--- src/rtl/wb_write_arbiter_if.sv ---
// Register-file writeback bus: pipeline and long-latency write sources in,
// the single register-file write port and queue status out.
interface wb_write_arbiter_if #(
    parameter int DEPTH = 4
);
    localparam int CW = $clog2(DEPTH) + 1;

    logic          pipe_wen;
    logic [4:0]    pipe_wa;
    logic [31:0]   pipe_wd;
    logic          lu_valid;
    logic [4:0]    lu_wa;
    logic [31:0]   lu_wd;
    logic          lu_ready;
    logic          rf_wen;
    logic [4:0]    rf_wa;
    logic [31:0]   rf_wd;
    logic          pipe_stall;
    logic [31:0]   busy_mask;
    logic [CW-1:0] fifo_count;

    modport slave (
        input  pipe_wen, pipe_wa, pipe_wd, lu_valid, lu_wa, lu_wd,
        output lu_ready, rf_wen, rf_wa, rf_wd, pipe_stall, busy_mask, fifo_count
    );

    modport master (
        output pipe_wen, pipe_wa, pipe_wd, lu_valid, lu_wa, lu_wd,
        input  lu_ready, rf_wen, rf_wa, rf_wd, pipe_stall, busy_mask, fifo_count
    );
endinterface

--- src/rtl/wb_write_arbiter.sv ---
// Sole owner of the register-file write port: pipeline writeback first, then queued
// long-latency results, then a direct long-latency bypass when the queue is empty.
module wb_write_arbiter #(
    parameter int DEPTH        = 4,
    parameter int STARVE_LIMIT = 8
) (
    input  logic                i_clk,
    input  logic                i_rst_n,
    wb_write_arbiter_if.slave   io_wb
);
    localparam int PW = $clog2(DEPTH);
    localparam int CW = PW + 1;
    localparam int SW = $clog2(STARVE_LIMIT + 1);

    logic [4:0]    r_fifo_wa [DEPTH];
    logic [31:0]   r_fifo_wd [DEPTH];
    logic [PW-1:0] r_rd_ptr;
    logic [PW-1:0] r_wr_ptr;
    logic [CW-1:0] r_count;
    logic [SW-1:0] r_starve;
    logic          r_stall;

    logic          w_pipe_act;
    logic          w_empty;
    logic          w_full;
    logic          w_pop;
    logic          w_push;
    logic          w_bypass;
    logic          w_starve_hit;
    logic [PW-1:0] w_age [DEPTH];
    logic [31:0]   w_busy;
    logic          w_rf_wen;
    logic [4:0]    w_rf_wa;
    logic [31:0]   w_rf_wd;

    assign w_empty      = (r_count == '0);
    assign w_full       = (r_count == CW'(DEPTH));
    assign w_pipe_act   = io_wb.pipe_wen && (io_wb.pipe_wa != 5'd0) && !r_stall;
    assign w_pop        = !w_empty && !w_pipe_act;
    assign w_bypass     = w_empty && !w_pipe_act && io_wb.lu_valid && (io_wb.lu_wa != 5'd0);
    assign w_push       = io_wb.lu_valid && !w_full && (io_wb.lu_wa != 5'd0) && !w_bypass;
    assign w_starve_hit = !w_empty && w_pipe_act && (r_starve == SW'(STARVE_LIMIT - 1));

    // Distance of each slot from the head; slots closer than r_count hold live entries.
    for (genvar g = 0; g < DEPTH; g++) begin : g_age
        assign w_age[g] = PW'(g) - r_rd_ptr;
    end

    always_comb begin
        w_busy = '0;
        for (int i = 0; i < DEPTH; i++) begin
            if ({1'b0, w_age[i]} < r_count) begin
                w_busy = w_busy | (32'd1 << r_fifo_wa[i]);
            end
        end
        w_busy[0] = 1'b0;
    end

    always_comb begin
        w_rf_wen = 1'b0;
        w_rf_wa  = '0;
        w_rf_wd  = '0;
        if (!i_rst_n) begin
            w_rf_wen = 1'b0;
        end else if (w_pipe_act) begin
            w_rf_wen = 1'b1;
            w_rf_wa  = io_wb.pipe_wa;
            w_rf_wd  = io_wb.pipe_wd;
        end else if (!w_empty) begin
            w_rf_wen = 1'b1;
            w_rf_wa  = r_fifo_wa[r_rd_ptr];
            w_rf_wd  = r_fifo_wd[r_rd_ptr];
        end else if (w_bypass) begin
            w_rf_wen = 1'b1;
            w_rf_wa  = io_wb.lu_wa;
            w_rf_wd  = io_wb.lu_wd;
        end
    end

    always_ff @(posedge i_clk) begin
        if (w_push) begin
            r_fifo_wa[r_wr_ptr] <= io_wb.lu_wa;
            r_fifo_wd[r_wr_ptr] <= io_wb.lu_wd;
        end
    end

    // Starve counter clears on the hit, so it never exceeds STARVE_LIMIT-1.
    always_ff @(posedge i_clk or negedge i_rst_n) begin
        if (!i_rst_n) begin
            r_rd_ptr <= '0;
            r_wr_ptr <= '0;
            r_count  <= '0;
            r_starve <= '0;
            r_stall  <= 1'b0;
        end else begin
            if (w_pop) begin
                r_rd_ptr <= r_rd_ptr + 1'b1;
            end
            if (w_push) begin
                r_wr_ptr <= r_wr_ptr + 1'b1;
            end
            r_count <= r_count + CW'(w_push) - CW'(w_pop);
            r_stall <= w_starve_hit;
            if (!w_empty && w_pipe_act && !w_starve_hit) begin
                r_starve <= r_starve + 1'b1;
            end else begin
                r_starve <= '0;
            end
        end
    end

    assign io_wb.lu_ready   = !w_full;
    assign io_wb.rf_wen     = w_rf_wen;
    assign io_wb.rf_wa      = w_rf_wa;
    assign io_wb.rf_wd      = w_rf_wd;
    assign io_wb.pipe_stall = r_stall;
    assign io_wb.busy_mask  = w_busy;
    assign io_wb.fifo_count = r_count;
endmodule
--- src/flat_wrapper.sv ---
// flat-port wrapper written by rule: the top's interface ports become plain ports
module wb_write_arbiter_flat 
#(
    parameter int DEPTH        = 4,
    parameter int STARVE_LIMIT = 8
)
  (i_clk, i_rst_n, io_wb_pipe_wen, io_wb_pipe_wa, io_wb_pipe_wd, io_wb_lu_valid, io_wb_lu_wa, io_wb_lu_wd, io_wb_lu_ready, io_wb_rf_wen, io_wb_rf_wa, io_wb_rf_wd, io_wb_pipe_stall, io_wb_busy_mask, io_wb_fifo_count);
  wb_write_arbiter_if #(.DEPTH(DEPTH)) io_wb_i ();
  input  logic i_clk;
  input  logic i_rst_n;
  input wire logic [$bits(io_wb_i.pipe_wen)-1:0] io_wb_pipe_wen;
  input wire logic [$bits(io_wb_i.pipe_wa)-1:0] io_wb_pipe_wa;
  input wire logic [$bits(io_wb_i.pipe_wd)-1:0] io_wb_pipe_wd;
  input wire logic [$bits(io_wb_i.lu_valid)-1:0] io_wb_lu_valid;
  input wire logic [$bits(io_wb_i.lu_wa)-1:0] io_wb_lu_wa;
  input wire logic [$bits(io_wb_i.lu_wd)-1:0] io_wb_lu_wd;
  output wire logic [$bits(io_wb_i.lu_ready)-1:0] io_wb_lu_ready;
  output wire logic [$bits(io_wb_i.rf_wen)-1:0] io_wb_rf_wen;
  output wire logic [$bits(io_wb_i.rf_wa)-1:0] io_wb_rf_wa;
  output wire logic [$bits(io_wb_i.rf_wd)-1:0] io_wb_rf_wd;
  output wire logic [$bits(io_wb_i.pipe_stall)-1:0] io_wb_pipe_stall;
  output wire logic [$bits(io_wb_i.busy_mask)-1:0] io_wb_busy_mask;
  output wire logic [$bits(io_wb_i.fifo_count)-1:0] io_wb_fifo_count;
  assign io_wb_i.pipe_wen = io_wb_pipe_wen;
  assign io_wb_i.pipe_wa = io_wb_pipe_wa;
  assign io_wb_i.pipe_wd = io_wb_pipe_wd;
  assign io_wb_i.lu_valid = io_wb_lu_valid;
  assign io_wb_i.lu_wa = io_wb_lu_wa;
  assign io_wb_i.lu_wd = io_wb_lu_wd;
  assign io_wb_lu_ready = io_wb_i.lu_ready;
  assign io_wb_rf_wen = io_wb_i.rf_wen;
  assign io_wb_rf_wa = io_wb_i.rf_wa;
  assign io_wb_rf_wd = io_wb_i.rf_wd;
  assign io_wb_pipe_stall = io_wb_i.pipe_stall;
  assign io_wb_busy_mask = io_wb_i.busy_mask;
  assign io_wb_fifo_count = io_wb_i.fifo_count;
  wb_write_arbiter #(.DEPTH(DEPTH), .STARVE_LIMIT(STARVE_LIMIT)) u_core (.i_clk(i_clk), .i_rst_n(i_rst_n), .io_wb(io_wb_i));
endmodule
--- config.mk ---
export PLATFORM = sky130hd
export DESIGN_NAME = wb_write_arbiter_flat
export DESIGN_NICKNAME = d
export VERILOG_FILES = /design/src/rtl/wb_write_arbiter_if.sv /design/src/rtl/wb_write_arbiter.sv /design/src/flat_wrapper.sv
export SDC_FILE = /design/constraint.sdc
export NUM_CORES = 1
export LEC_CHECK = 0
export BUFFER_PORTS_ARGS = -buffer_cell sky130_fd_sc_hd__buf_2
export CAP_MARGIN = 20
export CORE_ASPECT_RATIO = 1.5
export CORE_MARGIN = 8
export CORE_UTILIZATION = 40
export DETAILED_ROUTE_END_ITERATION = 10
export PLACE_DENSITY = 0.67
export SLEW_MARGIN = 5
export SYNTH_ARGS = -nofsm -noshare
export SYNTH_HDL_FRONTEND = slang
export SYNTH_SLANG_ARGS = --single-unit
export TNS_END_PERCENT = 20
--- constraint.sdc ---
create_clock -name i_clk -period 2.5 [get_ports i_clk]
set_input_delay 0.125 -clock i_clk [delete_from_list [all_inputs] [get_ports i_clk]]
set_output_delay 0.125 -clock i_clk [all_outputs]
set_load 0.005 [all_outputs]
# --- After elaboration in Yosys (flattened, before gate mapping) ---
# Memories as Yosys holds them, arrays and structs flattened.
# Cells that the tools add are included.
op_classes:
  addsub: 9
  magnitude_cmp: 4
  n_eq_ne: 2
  shifts: 4
  mux: 19
  bitwise: 3
  n_reduce_logical: 21
op_table:
  columns: ["operator", "count"]
  rows:
  - ["32-bit 2-to-1 mux", 8]
  - ["1-bit by 5-bit left shift with 32-bit output (first input constant)", 4]
  - ["32-bit OR", 3]
  - ["5-bit 2-to-1 mux", 4]
  - ["1-bit logical AND", 12]
  - ["2-bit by 3-bit less-than comparator with 1-bit output", 4]
  - ["5-bit nonzero test", 2]
  - ["1-bit zero test", 6]
  - ["1-bit 2-to-1 mux", 6]
  - ["2-bit by 1-bit adder with 2-bit output (second input constant)", 2]
  - ["4-bit by 1-bit adder with 4-bit output (second input constant)", 1]
  - ["4-bit by 3-bit == test with 1-bit output (second input constant)", 1]
  - ["4-bit 2-to-1 mux", 1]
  - ["1-bit by 2-bit subtractor with 2-bit output (first input constant)", 2]
  - ["2-bit subtractor (first input constant)", 2]
  - ["3-bit by 1-bit adder with 3-bit output", 1]
  - ["3-bit == test (second input constant)", 1]
  - ["3-bit zero test", 1]
  - ["3-bit by 1-bit subtractor with 3-bit output", 1]
totals:
  reg_bits: 12
  mem_bits_rw: 148
  input_bits: 78
  output_inout_bits: 75
  word_cells: 69
  memories: 2
memory_table:
  columns: ["memory", "words", "width", "read_ports", "rd_clocked_by_memory_dff", "wr", "line_no", "source"]
  rows:
  - ["u_core.r_fifo_wd", 4, 32, 1, 0, 1, "wb_write_arbiter.sv:16", "logic [31:0] r_fifo_wd [DEPTH];"]
  - ["u_core.r_fifo_wa", 4, 5, 5, 0, 1, "wb_write_arbiter.sv:15", "logic [4:0] r_fifo_wa [DEPTH];"]

# --- Logic depth before layout (Yosys ltp) ---
# Gate-level depths: netlist (run 1).
logic_depth:
  ltp_word: 11
  ltp_mapped: 9
  mapped_depth_nobuf: 8

# --- Worst setup path after synthesis (run 1) ---
# Ideal clock, no wire load.
synth_timing:
  path_type: "flip-flop to output port"
  start: "register u_core.r_rd_ptr[1]"
  end: "output port io_wb_busy_mask[8]"
  arrival_time_ns: 2.479
  required_ns: 2.375
  setup_slack_ns: -0.104
  path_stages_with_launch: 10
  n_path_buf: 2
  cell_sequence: "dfrtp_1 buf_2 buf_2 xnor2_1 inv_1 ha_1 nor2b_1 a2111oi_2 a22o_1 a311o_1"
synth_via:
  elab_chain_len: 9
synth_lines:
  columns: ["item", "line_no", "source"]
  rows:
  - ["from (decl)", "wb_write_arbiter.sv:17", "logic [PW-1:0] r_rd_ptr;"]
  - ["from (signal assigned)", "wb_write_arbiter.sv:97", "r_rd_ptr <= r_rd_ptr + 1'b1;"]
  - ["1-bit by 2-bit subtractor with 2-bit output", "wb_write_arbiter.sv:46", "assign w_age[g] = PW'(g) - r_rd_ptr;"]
  - ["2-bit by 3-bit less-than comparator with 1-bit output", "wb_write_arbiter.sv:52", "if ({1'b0, w_age[i]} < r_count) begin"]
  - ["32-bit 2-to-1 mux", "wb_write_arbiter.sv:52", null]
  - ["32-bit OR", "wb_write_arbiter.sv:53", "w_busy = w_busy | (32'd1 << r_fifo_wa[i]);"]
  - ["32-bit 2-to-1 mux", "wb_write_arbiter.sv:52", null]
  - ["32-bit OR", "wb_write_arbiter.sv:53", null]
  - ["32-bit 2-to-1 mux", "wb_write_arbiter.sv:52", null]
  - ["32-bit OR", "wb_write_arbiter.sv:53", null]
  - ["32-bit 2-to-1 mux *", "wb_write_arbiter.sv:52", null]
  - ["to (decl)", "flat_wrapper.sv:22", "output wire logic [$bits(io_wb_i.busy_mask)-1:0] io_wb_busy_mask;"]
# Mark *: on every way between the ends. The rest lies on a longest branch, timed or not.

# --- Worst setup path in the final report (run 1) ---
layout_timing:
  start: "register u_core.r_rd_ptr[0]"
  end: "output port io_wb_busy_mask[24]"
# The elaborated chain is that of the path after synthesis.

==> run metrics, run 1 <==
Layout Nets=916; GRT Total Usage=18.2%; Max Cap Viol=0; Critical Path End Type=output pin; final setup margin=-0.191 ns; Die Y=193 um; violations in the final reports=setup timing; I/O Pins=153; Avg Cell Area, Syn=13.5 um^2; Avg WL per Cell=21.6 um; Worst-Skew Late Latency=0.42 ns; clock sinks=160; post-synthesis cell area=8330 um^2; Finished Layout Cells=1103; syn nets=707; commonest non-fill, non-tap cell in the layout=buf_2; Routed WL=23800 um; share of cells above drive strength 1=38.3%; Worst Max-Slew Pin Slew=0.633 ns; Fillers=1709; pre-CTS setup slack=0.114 ns; Worst EP required=2.38 ns; RSZ-0062 raised after global routing=yes; synthesized netlist cell count=617; sequential group share of total power=33.5%; net switching power=4.14 mW; LEAKAGE=4.23 nW; Hold Crit Class=in -> reg; Initial DRT Pass Iterations=5; period utilisation layout=108%; CTS tree=yes; part of the power in the clock network=21.1%; Placed Area=9570 um^2; Detail Placement HPWL=16000 um; Remaining Overflow, GRT=0; Area growth syn-to-layout=30.0%; Unique masters post-synth=62; Hold Vio Cnt, Final=0; first-pass GRT wire length=36400 um; via count=6408; Seq/Total Area, Yosys=57.0%; startpoint types=flip-flop; core area=20400 um^2; H-tree levels=4; die area=25800 um^2; Pint=7.24 mW; Most used DFF post-synth=edfxtp_1; EDFF count, synth=148; Async SR Flop Fraction=7.50%; Worst Path Arrival=2.57 ns; commonest non-fill, non-tap cells in the layout=buf_2, edfxtp_1, nand2_1; dpl cells=1029; vias in the first global route=6644; fmax=372 MHz; Port Buffers=151; Crit Path Category=reg -> out; Seq cells post-synth=160; final count of pins violating max slew=0; switch share=36.4%; initial antenna violation count=2; clk buf depth=2; PwrDens=1050 nW/um^2; yosys warns=0; Routability Congestion=0.935; Via density=5.81; final setup violation count=41; final std cell area, no fill=10800 um^2; largest net degree at the start of global routing=51; antenna viol nets, final=0; maximum vdd ir drop=0.643 mV; Starting DRT DRC Count=458; status=finished with violations; Root Buffer=clkbuf_16; relative slew slack=57.6%; CTS Buf Count=17; combinational power share=45.3%; fin crit period=2.69 ns; row count=64; worst clock skew=0.0134 ns; Max FO, Critical Path=7; Initial Util=40.8%; antenna cell count=0; Die X-Extent=134 um; drc violations=0; Clock transition at path regs=0.06 ns
-- worst paths after layout --
| path | startpoint | endpoint | slack, ns | cells past startpoint |
|---|---|---|---|---|
| max | u_core.r_rd_ptr[0]$_DFFE_PN0P_ | io_wb_busy_mask[24] | -0.19 | 10 |
| min | io_wb_lu_wa[3] | u_core.r_fifo_wa[1][3]$_DFFE_PP_ | 0.01 | 1 |
| max reg2reg | u_core.io_wb.pipe_stall$_DFF_PN0_ | u_core.r_fifo_wd[0][23]$_DFFE_PP_ | 0.22 | 5 |
| min reg2reg | u_core.r_starve[0]$_DFF_PN0_ | u_core.r_starve[0]$_DFF_PN0_ | 0.47 | 1 |
| max in group asynchronous | i_rst_n | u_core.r_rd_ptr[1]$_DFFE_PN0P_ | 2.03 | 3 |
| min in group asynchronous | i_rst_n | u_core.r_starve[0]$_DFF_PN0_ | 0.26 | 3 |
-- cells in the mapped netlist (2+ instances only) --
cell | number | area [um^2]
o211a_1 | 34 | 340
buf_2 | 22 | 110
o32a_1 | 6 | 60.1
a21oi_1 | 2 | 10.0
edfxtp_1 | 148 | 4440
o21ai_0 | 2 | 10.0
a32oi_1 | 8 | 70.1
ha_1 | 11 | 138
xnor2_1 | 5 | 43.8
a311o_1 | 2 | 20.0
nand2b_1 | 15 | 93.8
clkbuf_1 | 10 | 37.5
nor2b_1 | 14 | 87.6
nand2_1 | 91 | 342
nand4_1 | 3 | 18.8
dfrtp_1 | 12 | 300
nor2_1 | 13 | 48.8
and3_1 | 2 | 12.5
nor3_1 | 6 | 30.0
mux4_2 | 37 | 833
or3b_2 | 2 | 17.5
a211oi_2 | 3 | 37.5
nand4b_1 | 2 | 17.5
or4_1 | 2 | 15.0
a2111oi_2 | 6 | 90.1
nand3b_1 | 5 | 37.5
o211ai_1 | 2 | 15.0
o2111a_1 | 2 | 22.5
buf_4 | 5 | 37.5
o21ai_2 | 2 | 17.5
or3_1 | 2 | 12.5
and2_1 | 11 | 68.8
nand3_1 | 41 | 205
o2111ai_1 | 3 | 26.3
inv_1 | 12 | 45.0
o22ai_1 | 2 | 12.5
a22oi_1 | 13 | 97.6
or2_2 | 8 | 50.1
o221ai_1 | 27 | 236
xor2_1 | 2 | 17.5
-- cell families after synthesis --
family | synth area share (%)
buffers and inverters | 2.94
multiplexers | 10.1
AND/OR/NAND/NOR | 13.5
adder cells (fa/ha/maj) | 1.89
flip-flops | 57.0
other | 0.0450
XOR/XNOR | 0.736
AO/OA/AOI/OAI | 13.7
-- stage by stage --
| stage | hold slack [ns] | total power, mW | setup TNS (ns) | util, % |
|---|---|---|---|---|
| 2_1_floorplan | -0.171 | 6.78 | 0 | - |
| 3_3_place_gp | 0.150 | 8.38 | 0 | 46.9 |
| 3_5_place_dp | 0.148 | 8.40 | 0 | 46.9 |
| 4_1_cts | 0.00143 | 11.3 | -4.35 | 52.2 |
| 5_1_grt | 0.00613 | 12.0 | -9.38 | 53.0 |
| 6_report | 0.0129 | 11.4 | -3.37 | 53.0 |
-- metal layers --
layer  global-route usage [%]  wire length [um]  share of wire, %
met1                     20.4              9080                38
met4                     8.54               770               3.2
met5                        0                23             0.097
met2                     32.3             12200                51
met3                     3.80              1670               7.0
-- layout make-up --
type                            instances  area (um^2)  area share, %
Clock buffer                           18          429           3.96
Clock inverter                         14          123           1.13
Inverter                               12         45.0          0.416
Multi-Input combinational cell        406         3600           33.3
Sequential cell                       160         4750           43.8
Tap cell                              264          330           3.05
Timing Repair Buffer                  229         1550           14.3
-- registers in the layout (all words and copies together), names as in the netlist --
name / count
u_core.r_fifo_wd: 128
u_core.r_fifo_wa: 20
u_core.r_starve: 4
u_core.io_wb.fifo_count: 3
u_core.r_rd_ptr: 2
u_core.r_wr_ptr: 2
u_core.io_wb.pipe_stall: 1
-- power by group through the flow --
| stage | clock network [mW] | registers (mW) | logic, mW |
|---|---|---|---|
| 2_1_floorplan | 0 | 3.76 | 3.01 |
| 3_3_place_gp | 0 | 3.83 | 4.55 |
| 3_5_place_dp | 0 | 3.85 | 4.55 |
| 4_1_cts | 2.45 | 3.81 | 5.00 |
| 5_1_grt | 2.56 | 3.86 | 5.62 |
| 6_report | 2.40 | 3.82 | 5.16 |
-- timing repair --
item / 4_1_cts / 5_1_grt
gates resized for setup: 23 / 26
pin swaps: 7 / 10
hold buffers: 36 / 0
endpoints found under the hold margin: 152 / 0
endpoints found under the setup margin: 61 / 67
setup buffers: 2 / 3
cloned: 1 / 0
-- worst max-delay path: stages, from the launching register on --
cell      delay, ns
dfrtp_2        0.42
xnor2_2        0.19
inv_1          0.07
ha_1           0.28
nor2b_4        0.14
buf_6          0.12
a211oi_2       0.17
buf_4          0.19
nand3b_1       0.18
o221ai_1       0.24
buf_2          0.15
(Power assumes the default switching activity.)
==> inputs of run 2 (changes only) <==
--- a/config.mk
+++ b/config.mk
@@ -9,9 +9,10 @@
 export CAP_MARGIN = 20
 export CORE_ASPECT_RATIO = 1.5
 export CORE_MARGIN = 8
-export CORE_UTILIZATION = 40
+export CORE_UTILIZATION = 45
 export DETAILED_ROUTE_END_ITERATION = 10
-export PLACE_DENSITY = 0.67
+export MAX_ROUTING_LAYER = met4
+export PLACE_DENSITY = 0.73
 export SLEW_MARGIN = 5
 export SYNTH_ARGS = -nofsm -noshare
 export SYNTH_HDL_FRONTEND = slang
==> run metrics, run 2 (same netlist as run 1, synthesis figures left out) <==
violations in the final reports=setup timing; Hold Crit Class=in -> async; final setup margin=-0.136 ns (+0.0551 ns); Critical Path End Type=output pin; first-pass GRT wire length=36500 um (+0.42%); largest net degree at the start of global routing=72 (+41%); GRT Total Usage=20.7% (+2.6 points); drc violations=0 (unchanged); core area=18300 um^2 (-10%); Remaining Overflow, GRT=0 (unchanged); Starting DRT DRC Count=563 (+23%); max FFs per register=128 (unchanged); startpoint types=flip-flop; worst clock skew=0.0111 ns (-0.00235 ns); Detail Placement HPWL=16000 um (-0.39%); H-tree levels=4 (unchanged); R2R Setup Slk=0.27 ns (+0.05 ns); die area=23200 um^2 (-10%); Max FO, Critical Path=8 (+1); cell chain of the critical path=xnor2_2, inv_1, ha_1, nor2b_4, a211oi_2, buf_6, nand3b_1, o221ai_1, buf_2; largest registers=u_core.r_fifo_wd (128), u_core.r_fifo_wa (20), u_core.r_starve (4); PwrDens=1070 nW/um^2 (+1.7%); via count=6442 (+0.53%); Die Y=183 um (-5.2%); final count of pins violating max slew=0 (unchanged); Initial DRT Pass Iterations=5 (unchanged); fmax=379 MHz (+2.1%); Worst EP required=2.38 ns (about the same); Routability Congestion=1.01 (+8.6%); Final Util=59.4% (+6.4 points); initial antenna violation count=0 (-2); slowest stage delay, CP=0.43 ns (about the same); period utilisation layout=105% (-2.2 points); antenna cell count=0 (unchanged); clock sinks=160 (unchanged); Reg with most FFs=u_core.r_fifo_wd; commonest non-fill, non-tap cell in the layout=buf_2; CTS tree=yes; Layout Nets=916 (unchanged); Hold Vio Cnt, Final=0 (unchanged); FF-to-FF path depth=8 (+3); commonest non-fill, non-tap cells in the layout=buf_2, edfxtp_1, nand2_1; antenna viol nets, final=0 (unchanged); RSZ-0062 raised after global routing=yes; Clock transition at path regs=0.06 ns (about the same); share of cells above drive strength 1=38.0% (-0.24 points); fin crit period=2.64 ns (-0.0551 ns); Port Buffers=151 (unchanged); clk buf depth=2 (unchanged); maximum vdd ir drop=0.737 mV (+15%); status=finished with violations; Worst-Skew Late Latency=0.42 ns (about the same); worst r2r src=u_core.io_wb.fifo_count[1]$_DFF_PN0_; worst r2r dst=u_core.io_wb.fifo_count[2]$_DFF_PN0_; vias in the first global route=6659 (+0.23%); CTS Buf Count=17 (unchanged); Via density=6.08 (+4.7%); LEAKAGE=4.26 nW (+0.83%); row count=61 (-4.7%); Initial Util=45.5% (+4.7 points); Avg WL per Cell=22.3 um (+3.3%); Routed WL=23600 um (-0.82%); Max Cap Viol=0 (unchanged); pre-CTS setup slack=0.112 ns (-0.00201 ns); Crit Path Category=reg -> out; Die X-Extent=127 um (-5.0%); slowest CP cell=dfrtp_2; I/O Pins=153 (unchanged); Worst Path Arrival=2.51 ns (-0.06 ns); Root Buffer=clkbuf_16; Area growth syn-to-layout=30.6%; final setup violation count=25 (-39%)
-- run 2: area by class of cell --
class                      instances  area, um^2
clock buffer                      18         429
inverter                          12        47.5
multi-input combinational        406        3620
timing repair buffer             229        1580
sequential                       160        4750
fill                            1442        7440
clock inverter                    14         176
tap                              220         275
-- run 2: critical path, delay by kind of cell (launching register included) --
kind / cells / cell delay (ns)
AO/OA/AOI/OAI: 2 / 0.50
XOR/XNOR: 1 / 0.18
adder cells (fa/ha/maj): 1 / 0.28
buffers and inverters: 3 / 0.39
flip-flops: 1 / 0.43
AND/OR/NAND/NOR: 2 / 0.32
-- run 2: through the flow --
stage / std cells / hold WS, ns / power (mW) / cell area [um^2] / setup TNS [ns]
6_report: 1059 / 0.200 / 11.6 / 10900 / -1.77
5_1_grt: 1059 / 0.217 / 12.3 / 10900 / -6.70
4_1_cts: 1054 / 0.201 / 11.3 / 10700 / -1.73
3_5_place_dp: 981 / 0.0674 / 8.39 / 9530 / 0
3_3_place_gp: 981 / 0.0636 / 8.30 / 9530 / 0
2_1_floorplan: 617 / -0.171 / 6.78 / 8330 / 0
-- run 2: report_power, final --
| group | internal [mW] | switching (mW) |
|---|---|---|
| Clock | 1.51 | 1.10 |
| Combinational | 2.40 | 2.81 |
| Sequential | 3.54 | 0.270 |
-- run 2: worst max path at each step --
stage | from | slack, ns | end
detailed placement | u_core.r_rd_ptr[0]$_DFFE_PN0P_ | 0.11 | io_wb_rf_wd[16]
global route | u_core.r_rd_ptr[0]$_DFFE_PN0P_ | -0.23 | io_wb_busy_mask[14]
finish | u_core.r_rd_ptr[0]$_DFFE_PN0P_ | -0.14 | io_wb_busy_mask[27]
CTS | u_core.r_rd_ptr[0]$_DFFE_PN0P_ | -0.13 | io_wb_busy_mask[14]
global placement | io_wb_pipe_wa[0] | 0.16 | u_core.io_wb.fifo_count[2]$_DFF_PN0_
floorplan | u_core.io_wb.fifo_count[2]$_DFF_PN0_ | 0.005 | u_core.r_fifo_wa[2][0]$_DFFE_PP_
-- run 2: routing by layer --
| layer | part of all wire, % | vias up | global-route usage (%) | wire (um) |
|---|---|---|---|---|
| li1 | - | 2891 | - | - |
| met1 | 38 | 3198 | 22.5 | 8950 |
| met2 | 52 | 296 | 36.1 | 12300 |
| met3 | 6.2 | 57 | 4.18 | 1470 |
| met4 | 3.8 | 0 | 8.93 | 892 |
| met5 | 0 | - | - | 0 |
-- run 2: timing repair --
item	CTS	global route
gates resized for setup	18	39
hold buffers	38	0
hold endpoints to repair	160	0
endpoints found under the setup margin	52	64
buffers inserted	4	5
pin swaps	13	10
